### config.mk
export PLATFORM = sky130hd
export DESIGN_NAME = cpu6502_operand_fetch_flat
export DESIGN_NICKNAME = d
export VERILOG_FILES = /design/src/rtl/cpu6502_operand_fetch_if.sv /design/src/rtl/cpu6502_operand_fetch.sv /design/src/flat_wrapper.sv
export SDC_FILE = /design/constraint.sdc
export NUM_CORES = 1
export LEC_CHECK = 0
export ABC_AREA = 0
export CAP_MARGIN = 20
export CELL_PAD_IN_SITES_DETAIL_PLACEMENT = 0
export CELL_PAD_IN_SITES_GLOBAL_PLACEMENT = 1
export CORE_UTILIZATION = 43
export DETAILED_ROUTE_END_ITERATION = 8
export GPL_TIMING_DRIVEN = 0
export PLACE_DENSITY = 0.86
export SETUP_SLACK_MARGIN = 0.05
export SKIP_CTS_REPAIR_TIMING = 1
export SYNTH_ARGS = -nofsm -noshare
export SYNTH_HDL_FRONTEND = slang
export SYNTH_SLANG_ARGS = --single-unit
### constraint.sdc
create_clock -name clk -period 5.15 [get_ports clk]
set_input_delay 0.515 -clock clk [delete_from_list [all_inputs] [get_ports clk]]
set_output_delay 0.515 -clock clk [all_outputs]
set_load 0.005 [all_outputs]
### src/rtl/cpu6502_operand_fetch_if.sv
// Bus bundle for the 6502 ALU-group operand-fetch sequencer.
//   master : the requester/memory side. It drives start, opcode, pc, x_reg,
//            y_reg and mem_rdata, and it observes the bus and result outputs.
//   slave  : the sequencer itself. It drives mem_addr, mem_rd, busy, done,
//            operation, operand, ea, next_pc and illegal.
interface cpu6502_operand_fetch_if;
    logic        start;
    logic [7:0]  opcode;
    logic [15:0] pc;
    logic [7:0]  x_reg;
    logic [7:0]  y_reg;
    logic [15:0] mem_addr;
    logic        mem_rd;
    logic [7:0]  mem_rdata;
    logic        busy;
    logic        done;
    logic [4:0]  operation;
    logic [7:0]  operand;
    logic [15:0] ea;
    logic [15:0] next_pc;
    logic        illegal;

    modport master (
        output start, opcode, pc, x_reg, y_reg, mem_rdata,
        input  mem_addr, mem_rd, busy, done, operation, operand, ea, next_pc, illegal
    );

    modport slave (
        input  start, opcode, pc, x_reg, y_reg, mem_rdata,
        output mem_addr, mem_rd, busy, done, operation, operand, ea, next_pc, illegal
    );
endinterface

### src/rtl/cpu6502_operand_fetch.sv
// Operand-fetch sequencer for the 6502 ALU-group opcodes (cc = 01).
// It walks the addressing mode over the memory bus with 6502-accurate cycles,
// including dummy reads and page-cross penalties. It then presents the ALU
// operation field, the operand byte, the effective address and the next PC.
//   clk, reset : clock and synchronous active-high reset
//   bus        : request (start/opcode/pc/x_reg/y_reg), memory bus
//                (mem_addr/mem_rd/mem_rdata) and results (busy/done/operation/
//                operand/ea/next_pc/illegal)
module cpu6502_operand_fetch (
    input  logic                          clk,
    input  logic                          reset,
    cpu6502_operand_fetch_if.slave        bus
);

    typedef enum logic [3:0] {
        IDLE, OPER0, OPER1, DUMMY, PTRLO, PTRHI, FIXUP, DATA, DONE
    } state_t;

    typedef enum logic [2:0] {
        M_IZX = 3'b000, M_ZP  = 3'b001, M_IMM = 3'b010, M_ABS = 3'b011,
        M_IZY = 3'b100, M_ZPX = 3'b101, M_ABY = 3'b110, M_ABX = 3'b111
    } mode_t;

    state_t      state_q, state_d;
    logic [7:0]  op_q, op_d;
    logic [15:0] pc_q, pc_d;
    logic [15:0] npc_q, npc_d;
    logic [7:0]  zp_q, zp_d;
    logic [7:0]  adl_q, adl_d;
    logic [15:0] eff_q, eff_d;

    logic [15:0] addr_q, addr_d;
    logic        rd_q, rd_d;
    logic        busy_q, busy_d;
    logic        done_q, done_d;
    logic [4:0]  operation_q, operation_d;
    logic [7:0]  operand_q, operand_d;
    logic [15:0] ea_q, ea_d;
    logic [15:0] next_pc_q, next_pc_d;
    logic        illegal_q, illegal_d;

    mode_t       mode;
    logic        is_sta;
    logic [7:0]  idx;
    logic [8:0]  idx_sum;
    logic [15:0] idx_ea;
    logic [7:0]  zx;
    logic [7:0]  zp_inc;
    logic        req_bad;
    logic        req_long;

    logic        finish;
    logic [15:0] fin_ea;
    logic        to_data;
    logic [15:0] data_addr;

    assign mode     = mode_t'(op_q[4:2]);
    assign is_sta   = (op_q[7:5] == 3'b100);
    assign idx      = (mode == M_ABX) ? bus.x_reg : bus.y_reg;
    // adl_q holds ADL for abs,X/abs,Y and the pointer low byte for (zp),Y;
    // mem_rdata is the high byte arriving in the current slot.
    assign idx_sum  = {1'b0, adl_q} + {1'b0, idx};
    assign idx_ea   = {bus.mem_rdata, adl_q} + {8'h00, idx};
    assign zx       = zp_q + bus.x_reg;
    assign zp_inc   = zp_q + 8'd1;
    assign req_bad  = (bus.opcode[1:0] != 2'b01) || (bus.opcode == 8'h89);
    assign req_long = (bus.opcode[4:2] == 3'b011) || (bus.opcode[4:3] == 2'b11);

    always_comb begin
        state_d     = state_q;
        op_d        = op_q;
        pc_d        = pc_q;
        npc_d       = npc_q;
        zp_d        = zp_q;
        adl_d       = adl_q;
        eff_d       = eff_q;
        addr_d      = '0;
        rd_d        = 1'b0;
        busy_d      = 1'b0;
        done_d      = 1'b0;
        operation_d = operation_q;
        operand_d   = operand_q;
        ea_d        = ea_q;
        next_pc_d   = next_pc_q;
        illegal_d   = illegal_q;
        finish      = 1'b0;
        fin_ea      = '0;
        to_data     = 1'b0;
        data_addr   = '0;

        case (state_q)
            IDLE, DONE: begin
                state_d = IDLE;
                if (bus.start) begin
                    op_d  = bus.opcode;
                    pc_d  = bus.pc;
                    npc_d = req_long ? bus.pc + 16'd2 : bus.pc + 16'd1;
                    if (req_bad) begin
                        state_d     = DONE;
                        done_d      = 1'b1;
                        operation_d = {bus.opcode[7:5], bus.opcode[1:0]};
                        operand_d   = '0;
                        ea_d        = '0;
                        next_pc_d   = '0;
                        illegal_d   = 1'b1;
                    end else begin
                        state_d = OPER0;
                        addr_d  = bus.pc;
                        rd_d    = 1'b1;
                        busy_d  = 1'b1;
                    end
                end
            end
            OPER0: begin
                busy_d = 1'b1;
                rd_d   = 1'b1;
                zp_d   = bus.mem_rdata;
                adl_d  = bus.mem_rdata;
                case (mode)
                    M_IMM: begin
                        finish = 1'b1;
                        fin_ea = pc_q;
                    end
                    M_ZP: begin
                        to_data   = 1'b1;
                        data_addr = {8'h00, bus.mem_rdata};
                    end
                    M_ABS, M_ABX, M_ABY: begin
                        state_d = OPER1;
                        addr_d  = pc_q + 16'd1;
                    end
                    M_ZPX, M_IZX: begin
                        state_d = DUMMY;
                        addr_d  = {8'h00, bus.mem_rdata};
                    end
                    M_IZY: begin
                        state_d = PTRLO;
                        addr_d  = {8'h00, bus.mem_rdata};
                    end
                endcase
            end
            // The high address byte arrives here for both absolute (OPER1) and
            // pointer (PTRHI) modes. Indexed modes share the page-cross handling.
            OPER1, PTRHI: begin
                busy_d = 1'b1;
                rd_d   = 1'b1;
                if (mode == M_ABS || mode == M_IZX) begin
                    to_data   = 1'b1;
                    data_addr = {bus.mem_rdata, adl_q};
                end else if (idx_sum[8] || is_sta) begin
                    state_d = FIXUP;
                    addr_d  = {bus.mem_rdata, idx_sum[7:0]};
                    eff_d   = idx_ea;
                end else begin
                    to_data   = 1'b1;
                    data_addr = idx_ea;
                end
            end
            DUMMY: begin
                busy_d = 1'b1;
                rd_d   = 1'b1;
                zp_d   = zx;
                if (mode == M_ZPX) begin
                    to_data   = 1'b1;
                    data_addr = {8'h00, zx};
                end else begin
                    state_d = PTRLO;
                    addr_d  = {8'h00, zx};
                end
            end
            PTRLO: begin
                busy_d  = 1'b1;
                rd_d    = 1'b1;
                adl_d   = bus.mem_rdata;
                state_d = PTRHI;
                addr_d  = {8'h00, zp_inc};
            end
            FIXUP: begin
                busy_d    = 1'b1;
                rd_d      = 1'b1;
                to_data   = 1'b1;
                data_addr = eff_q;
            end
            DATA: begin
                finish = 1'b1;
                fin_ea = eff_q;
            end
            default: state_d = IDLE;
        endcase

        // The final slot is a read except for STA, which only occupies the cycle.
        if (to_data) begin
            state_d = DATA;
            addr_d  = data_addr;
            rd_d    = ~is_sta;
            eff_d   = data_addr;
        end

        if (finish) begin
            state_d     = DONE;
            addr_d      = '0;
            rd_d        = 1'b0;
            busy_d      = 1'b0;
            done_d      = 1'b1;
            operation_d = {op_q[7:5], op_q[1:0]};
            operand_d   = is_sta ? 8'h00 : bus.mem_rdata;
            ea_d        = fin_ea;
            next_pc_d   = npc_q;
            illegal_d   = 1'b0;
        end
    end

    always_ff @(posedge clk) begin
        if (reset) begin
            state_q     <= IDLE;
            op_q        <= '0;
            pc_q        <= '0;
            npc_q       <= '0;
            zp_q        <= '0;
            adl_q       <= '0;
            eff_q       <= '0;
            addr_q      <= '0;
            rd_q        <= 1'b0;
            busy_q      <= 1'b0;
            done_q      <= 1'b0;
            operation_q <= '0;
            operand_q   <= '0;
            ea_q        <= '0;
            next_pc_q   <= '0;
            illegal_q   <= 1'b0;
        end else begin
            state_q     <= state_d;
            op_q        <= op_d;
            pc_q        <= pc_d;
            npc_q       <= npc_d;
            zp_q        <= zp_d;
            adl_q       <= adl_d;
            eff_q       <= eff_d;
            addr_q      <= addr_d;
            rd_q        <= rd_d;
            busy_q      <= busy_d;
            done_q      <= done_d;
            operation_q <= operation_d;
            operand_q   <= operand_d;
            ea_q        <= ea_d;
            next_pc_q   <= next_pc_d;
            illegal_q   <= illegal_d;
        end
    end

    assign bus.mem_addr  = addr_q;
    assign bus.mem_rd    = rd_q;
    assign bus.busy      = busy_q;
    assign bus.done      = done_q;
    assign bus.operation = operation_q;
    assign bus.operand   = operand_q;
    assign bus.ea        = ea_q;
    assign bus.next_pc   = next_pc_q;
    assign bus.illegal   = illegal_q;

endmodule

### src/flat_wrapper.sv
// flat-port wrapper written by rule: the top's interface ports become plain ports
module cpu6502_operand_fetch_flat 
  (clk, reset, bus_start, bus_opcode, bus_pc, bus_x_reg, bus_y_reg, bus_mem_rdata, bus_mem_addr, bus_mem_rd, bus_busy, bus_done, bus_operation, bus_operand, bus_ea, bus_next_pc, bus_illegal);
  cpu6502_operand_fetch_if bus_i ();
  input  logic clk;
  input  logic reset;
  input wire logic [$bits(bus_i.start)-1:0] bus_start;
  input wire logic [$bits(bus_i.opcode)-1:0] bus_opcode;
  input wire logic [$bits(bus_i.pc)-1:0] bus_pc;
  input wire logic [$bits(bus_i.x_reg)-1:0] bus_x_reg;
  input wire logic [$bits(bus_i.y_reg)-1:0] bus_y_reg;
  input wire logic [$bits(bus_i.mem_rdata)-1:0] bus_mem_rdata;
  output wire logic [$bits(bus_i.mem_addr)-1:0] bus_mem_addr;
  output wire logic [$bits(bus_i.mem_rd)-1:0] bus_mem_rd;
  output wire logic [$bits(bus_i.busy)-1:0] bus_busy;
  output wire logic [$bits(bus_i.done)-1:0] bus_done;
  output wire logic [$bits(bus_i.operation)-1:0] bus_operation;
  output wire logic [$bits(bus_i.operand)-1:0] bus_operand;
  output wire logic [$bits(bus_i.ea)-1:0] bus_ea;
  output wire logic [$bits(bus_i.next_pc)-1:0] bus_next_pc;
  output wire logic [$bits(bus_i.illegal)-1:0] bus_illegal;
  assign bus_i.start = bus_start;
  assign bus_i.opcode = bus_opcode;
  assign bus_i.pc = bus_pc;
  assign bus_i.x_reg = bus_x_reg;
  assign bus_i.y_reg = bus_y_reg;
  assign bus_i.mem_rdata = bus_mem_rdata;
  assign bus_mem_addr = bus_i.mem_addr;
  assign bus_mem_rd = bus_i.mem_rd;
  assign bus_busy = bus_i.busy;
  assign bus_done = bus_i.done;
  assign bus_operation = bus_i.operation;
  assign bus_operand = bus_i.operand;
  assign bus_ea = bus_i.ea;
  assign bus_next_pc = bus_i.next_pc;
  assign bus_illegal = bus_i.illegal;
  cpu6502_operand_fetch u_core (.clk(clk), .reset(reset), .bus(bus_i));
endmodule
# After elaboration in Yosys (flattened, before gate mapping)
# Cells that the tools add are included.
# classes
n_mux,60
n_reduce_logical,27
bitwise,1
eq_ne,31
add_sub_neg,7
# op_table
cell,count
two-way mux 16 bit,18
one-hot mux 16 bit (5 select lines),1
two-way mux 8 bit,9
one-hot mux 16 bit (2 select lines),2
one-hot mux 16 bit (4 select lines),1
"adder 16 x 1 -> 16 bit, second input constant",2
two-way mux 4 bit,7
one-hot mux 4 bit (6 select lines),1
two-way mux 5 bit,4
"adder 16 x 2 -> 16 bit, second input constant",1
adder 16 x 8 -> 16 bit,1
"equality test 4 x 3 -> 1 bit, second input constant",4
one-hot mux 8 bit (2 select lines),1
"equality test 3 bit, second input constant",5
two-way mux 1 bit,12
one-hot mux 4 bit (3 select lines),1
nonzero test 2 bit,6
OR reduction 2 bit,6
AND reduction 5 bit,2
adder 8 x 8 -> 9 bit,1
"equality test 3 x 2 -> 1 bit, second input constant",3
AND reduction 3 bit,3
"adder 8 x 1 -> 8 bit, second input constant",1
adder 8 bit,1
other kinds (22),33
# word_totals
inputBits,51
regBits,141
elab_cells,143
out_inout_bits,65

# Longest topological paths before layout
# depth
word_depth,9
mapped_depth,14
depth_no_buf,12

# Least setup slack after synthesis
# No wires, ideal clock.
# synth_path
kind,register to register
startpoint,register u_core.op_q[4]
endpoint,register u_core.eff_q[11]
path_slack_ns,2.145
path_stages_with_launch,15
setup_ns,0.091
arrival_ns,2.914
synth_period_minus_slack_ns,3.005
path_cell_list,dfxtp_1 buf_2 nand3_1 mux2_2 ha_1 inv_1 fa_1 nand4b_1 o211ai_1 a21oi_1 o21a_1 nor2_1 buf_6 o21ai_1 a311oi_1
# synth_via
elab_chain_len,9
# synth_lines
element,line_no,rtl
"start, declared",cpu6502_operand_fetch.sv:25,"logic [7:0] op_q, op_d;"
"start signal, assigned",cpu6502_operand_fetch.sv:233,op_q <= op_d;
equality test 3 bit,cpu6502_operand_fetch.sv:59,assign idx = (mode == M_ABX) ? bus.x_reg : bus.y_reg;
two-way mux 8 bit,cpu6502_operand_fetch.sv:59,
adder 8 x 8 -> 9 bit,cpu6502_operand_fetch.sv:62,"assign idx_sum = {1'b0, adl_q} + {1'b0, idx};"
logical OR 1 bit,cpu6502_operand_fetch.sv:150,end else if (idx_sum[8] || is_sta) begin
two-way mux 1 bit,cpu6502_operand_fetch.sv:150,
two-way mux 1 bit,cpu6502_operand_fetch.sv:147,if (mode == M_ABS || mode == M_IZX) begin
one-hot mux 1 bit (4 select lines),cpu6502_operand_fetch.sv:91,case (state_q)
!= test 2 x 1 -> 1 bit (no source line) or nonzero test 2 bit (tied branches),n/a,
AND reduction 3 bit (no source line),n/a,
"end signal, assigned",cpu6502_operand_fetch.sv:221,eff_q <= '0;
"end signal, assigned",cpu6502_operand_fetch.sv:238,eff_q <= eff_d;
"end, declared",cpu6502_operand_fetch.sv:30,"logic [15:0] eff_q, eff_d;"
# Parallel ways exist; a longest one is shown, timed or not. The select of a mux whose other input is x is not followed.
# A chain may end at the register's enable or synchronous reset.

# Final worst setup path
# layout_path
startpoint,register u_core.op_q[4]
endpoint,"register u_core.addr_q[9], in the netlist u_core.bus.mem_addr[9]"
# layout_via
elab_chain_len,8
# layout_lines
element,line_no,rtl
branches (longest 8 deep; another with adder 16 x 8 -> 16 bit),n/a,
"end signal, assigned",cpu6502_operand_fetch.sv:239,addr_q <= addr_d;
"end, declared",cpu6502_operand_fetch.sv:32,"logic [15:0] addr_q, addr_d;"
# Parallel ways; which one is timed is not known.

==> flow_metrics.py <==
metrics = {
    "run_status": {
        "outcome": "completed",
    },
    "cts": {
        "cts_tree": "built",
        "root_buffer": "clkbuf_16",
        "cts.reportedPaths.clkPinSlew_ps": 60,
        "clock_sink_count": 141,
        "clock_latency_ps": 430,
        "cts_buffers": 17,
        "cts_buffer_depth": 2,
        "h-tree-depth": 4,
    },
    "worst_setup_path": {
        "worstPathRequired_ps": 5420,
        "cp-end-kind": "register",
        "cp-start-kind": "register",
        "crit_type": "register to register",
        "worstPathMaxFanout": 10,
        "arrival_ps": 4180,
    },
    "synthesis": {
        "synth.distinct_cells": 67,
        "synth_edf_count": 0,
        "synth_area_leaders": "dfxtp_1 38%, nand2_1 6.9%, nor2_1 5.8%, a21oi_1 5.0%, a22oi_1 3.8%",
        "synth-seq-cells": 141,
        "async_flop_share": 0,
        "netlist.area_leader.share": 0.379,
        "netlist_area_mm2": 0.00746,
        "synth_cells": 927,
        "synth_commonest_cells": "141 x dfxtp_1, 138 x nand2_1, 116 x nor2_1",
        "synth_fp_nets": 1000,
        "yosysMostFrequentCell": "dfxtp_1",
        "synth_warnings": 0,
        "yosysSeqAreaShare": 0.379,
        "syn_avg_cell_area_um2": 8.04,
        "synth_top_area_cell": "dfxtp_1",
        "synthFlopType": "dfxtp_1",
    },
    "sta": {
        "setup_tns_ps": 0,
        "fin_skew_ps": 7.79,
        "min_period_ps": 3900,
        "fmax_mhz": 256,
        "fin_crit_sh": 0.758,
        "setup_viol": 0,
        "worstMarginPinSlew_ps": 1030,
        "final-max-slew-violation-count": 0,
        "hold_viol": 0,
        "maxSlewHeadroom": 0.309,
        "rsz0062_at_grt": "false",
    },
    "floorplanning": {
        "die_area_mm2": 0.0179,
        "start_util": 0.445,
        "die_x_um": 134,
        "die_height_um": 134,
        "coreArea_mm2": 0.0168,
        "io_pins": 116,
        "rows": 47,
    },
    "grt": {
        "grt_pass1_wl_um": 39200,
        "antenna_found_initial": 0,
        "grtUsageTotal": 0.290,
        "grt_pass1_vias": 6959,
        "grt_overflow": 0,
        "grt_max_degree": 17,
    },
    "routing": {
        "vias": 7603,
        "viasPerCell": 5.91,
        "wl_per_cell_um": 20.0,
        "wl_um": 25800,
        "drtIter0Drc": 865,
        "drc": 0,
        "antenna_left": 0,
        "drt_pass1_iterations": 7,
    },
    "cells_and_area": {
        "fin_area_mm2": 0.00944,
        "antenna_cells": 0,
        "syn2layout_area_growth_pct": 26.5,
        "nets": 1128,
        "drive_gt1_frac": 0.0665,
        "post-route-util": 0.563,
    },
    "flow_run": {
        "maxCapViolations": 0,
    },
    "placement": {
        "hpwl_um": 19100,
        "place_area_mm2": 0.00882,
        "port_buffers": 108,
        "place_congestion": 0.937,
    },
    "pwr": {
        "ir_worst_vdd_mv": 0.297,
        "leakagePower_nw": 3.40,
        "p_per_area_mw_per_mm2": 468,
    },
    "worst_hold_path": {
        "hold_class": "register to register",
    },
}
## critical path: stages (launching register included)
cell and delay [ps]:
dfxtp_1 350, buf_2 250, nand3_1 370, mux2_2 410, ha_1 210, inv_1 70
fa_1 240, nand4b_1 130, o211ai_1 120, a21oi_1 610, nor2_1 330, a222oi_1 510
a31oi_1 150
## state kept, by name, summed over array words and instances (netlist names)
name / flops
u_core.bus.done: 1
u_core.bus.operand: 8
u_core.npc_q: 16
u_core.bus.next_pc: 16
u_core.eff_q: 16
u_core.adl_q: 8
u_core.state_q: 4
u_core.bus.busy: 1
u_core.bus.mem_rd: 1
u_core.bus.ea: 16
u_core.bus.operation: 5
u_core.zp_q: 8
u_core.op_q: 8
u_core.bus.illegal: 1
u_core.bus.mem_addr: 16
u_core.pc_q: 16
## cell type report
| type | count | area, um2 |
|---|---|---|
| fill | 1612 | 7320 |
| multi-input combinational | 709 | 4320 |
| sequential | 141 | 2820 |
| timing repair buffer | 109 | 1090 |
| clock buffer | 18 | 429 |
| tap | 220 | 275 |
| buffer | 63 | 265 |
| clock inverter | 13 | 189 |
| inverter | 14 | 52.6 |
## cell usage in the layout (no fill, tap or decap), drive strengths merged, types with 5 or more instances in the layout
| master | instances |
|---|---|
| ha | 20 |
| mux2 | 8 |
| mux2i | 10 |
| dfxtp | 141 |
| a22oi | 39 |
| nor4 | 6 |
| a31oi | 15 |
| nand2b | 7 |
| nand4 | 5 |
| nor2 | 118 |
| clkdlybuf4s50 | 108 |
| a211oi | 26 |
| a21oi | 75 |
| a222oi | 20 |
| a221oi | 12 |
| xnor2 | 25 |
| xor2 | 24 |
| o211ai | 5 |
| buf | 21 |
| clkbuf | 61 |
| nor3 | 9 |
| o21ai | 35 |
| nand2 | 139 |
| nand3 | 24 |
| and2 | 5 |
| inv | 18 |
| and3 | 17 |
| o21a | 5 |
## kinds of logic after synthesis
logic type | Yosys count | share of synthesized area
adders and majority gates | 22 | 0.0389
and+or+nand+nor | 356 | 0.216
buffers and inverters | 77 | 0.0426
AOI/OAI and AO/OA | 264 | 0.240
xor gates and xnor gates | 49 | 0.0576
DFF | 141 | 0.379
muxes | 18 | 0.0255
## path summary, 6_finish.rpt
path / startpoint / end / slack [ps] / cells after the start
max reg2reg: u_core.op_q[4]$_SDFFE_PP0P_ / u_core.bus.mem_addr[9]$_SDFF_PP0_ / 1250 / 12
max: u_core.op_q[4]$_SDFFE_PP0P_ / u_core.bus.mem_addr[9]$_SDFF_PP0_ / 1250 / 12
min: u_core.npc_q[2]$_SDFFE_PP0P_ / u_core.npc_q[2]$_SDFFE_PP0P_ / 450 / 2
min reg2reg: u_core.npc_q[2]$_SDFFE_PP0P_ / u_core.npc_q[2]$_SDFFE_PP0P_ / 450 / 2
## per-stage QoR
stage	instances	hold WS, ps	power [W]	setup WS (ps)
floorplan	927	432	0.00251	2150
global placement	1255	443	0.00307	1250
detailed placement	1256	446	0.00308	1330
CTS	1287	453	0.00439	1290
global route	1287	483	0.00465	904
finish	1287	455	0.00442	1250
## power by group
part	internal (W)	switching (W)	leakage [nW]
combinational	0.000608	0.00105	1.96
clock	0.000813	0.000497	0.298
sequential	0.00129	0.000161	1.15
## layer usage
layer	routed length, um	share of wire	track usage
met2	11700	0.45	0.454
met1	11300	0.44	0.393
met4	601	0.023	0.0979
met5	0	0	0
met3	2220	0.086	0.0647
Power figures use the tool's default switching activity.
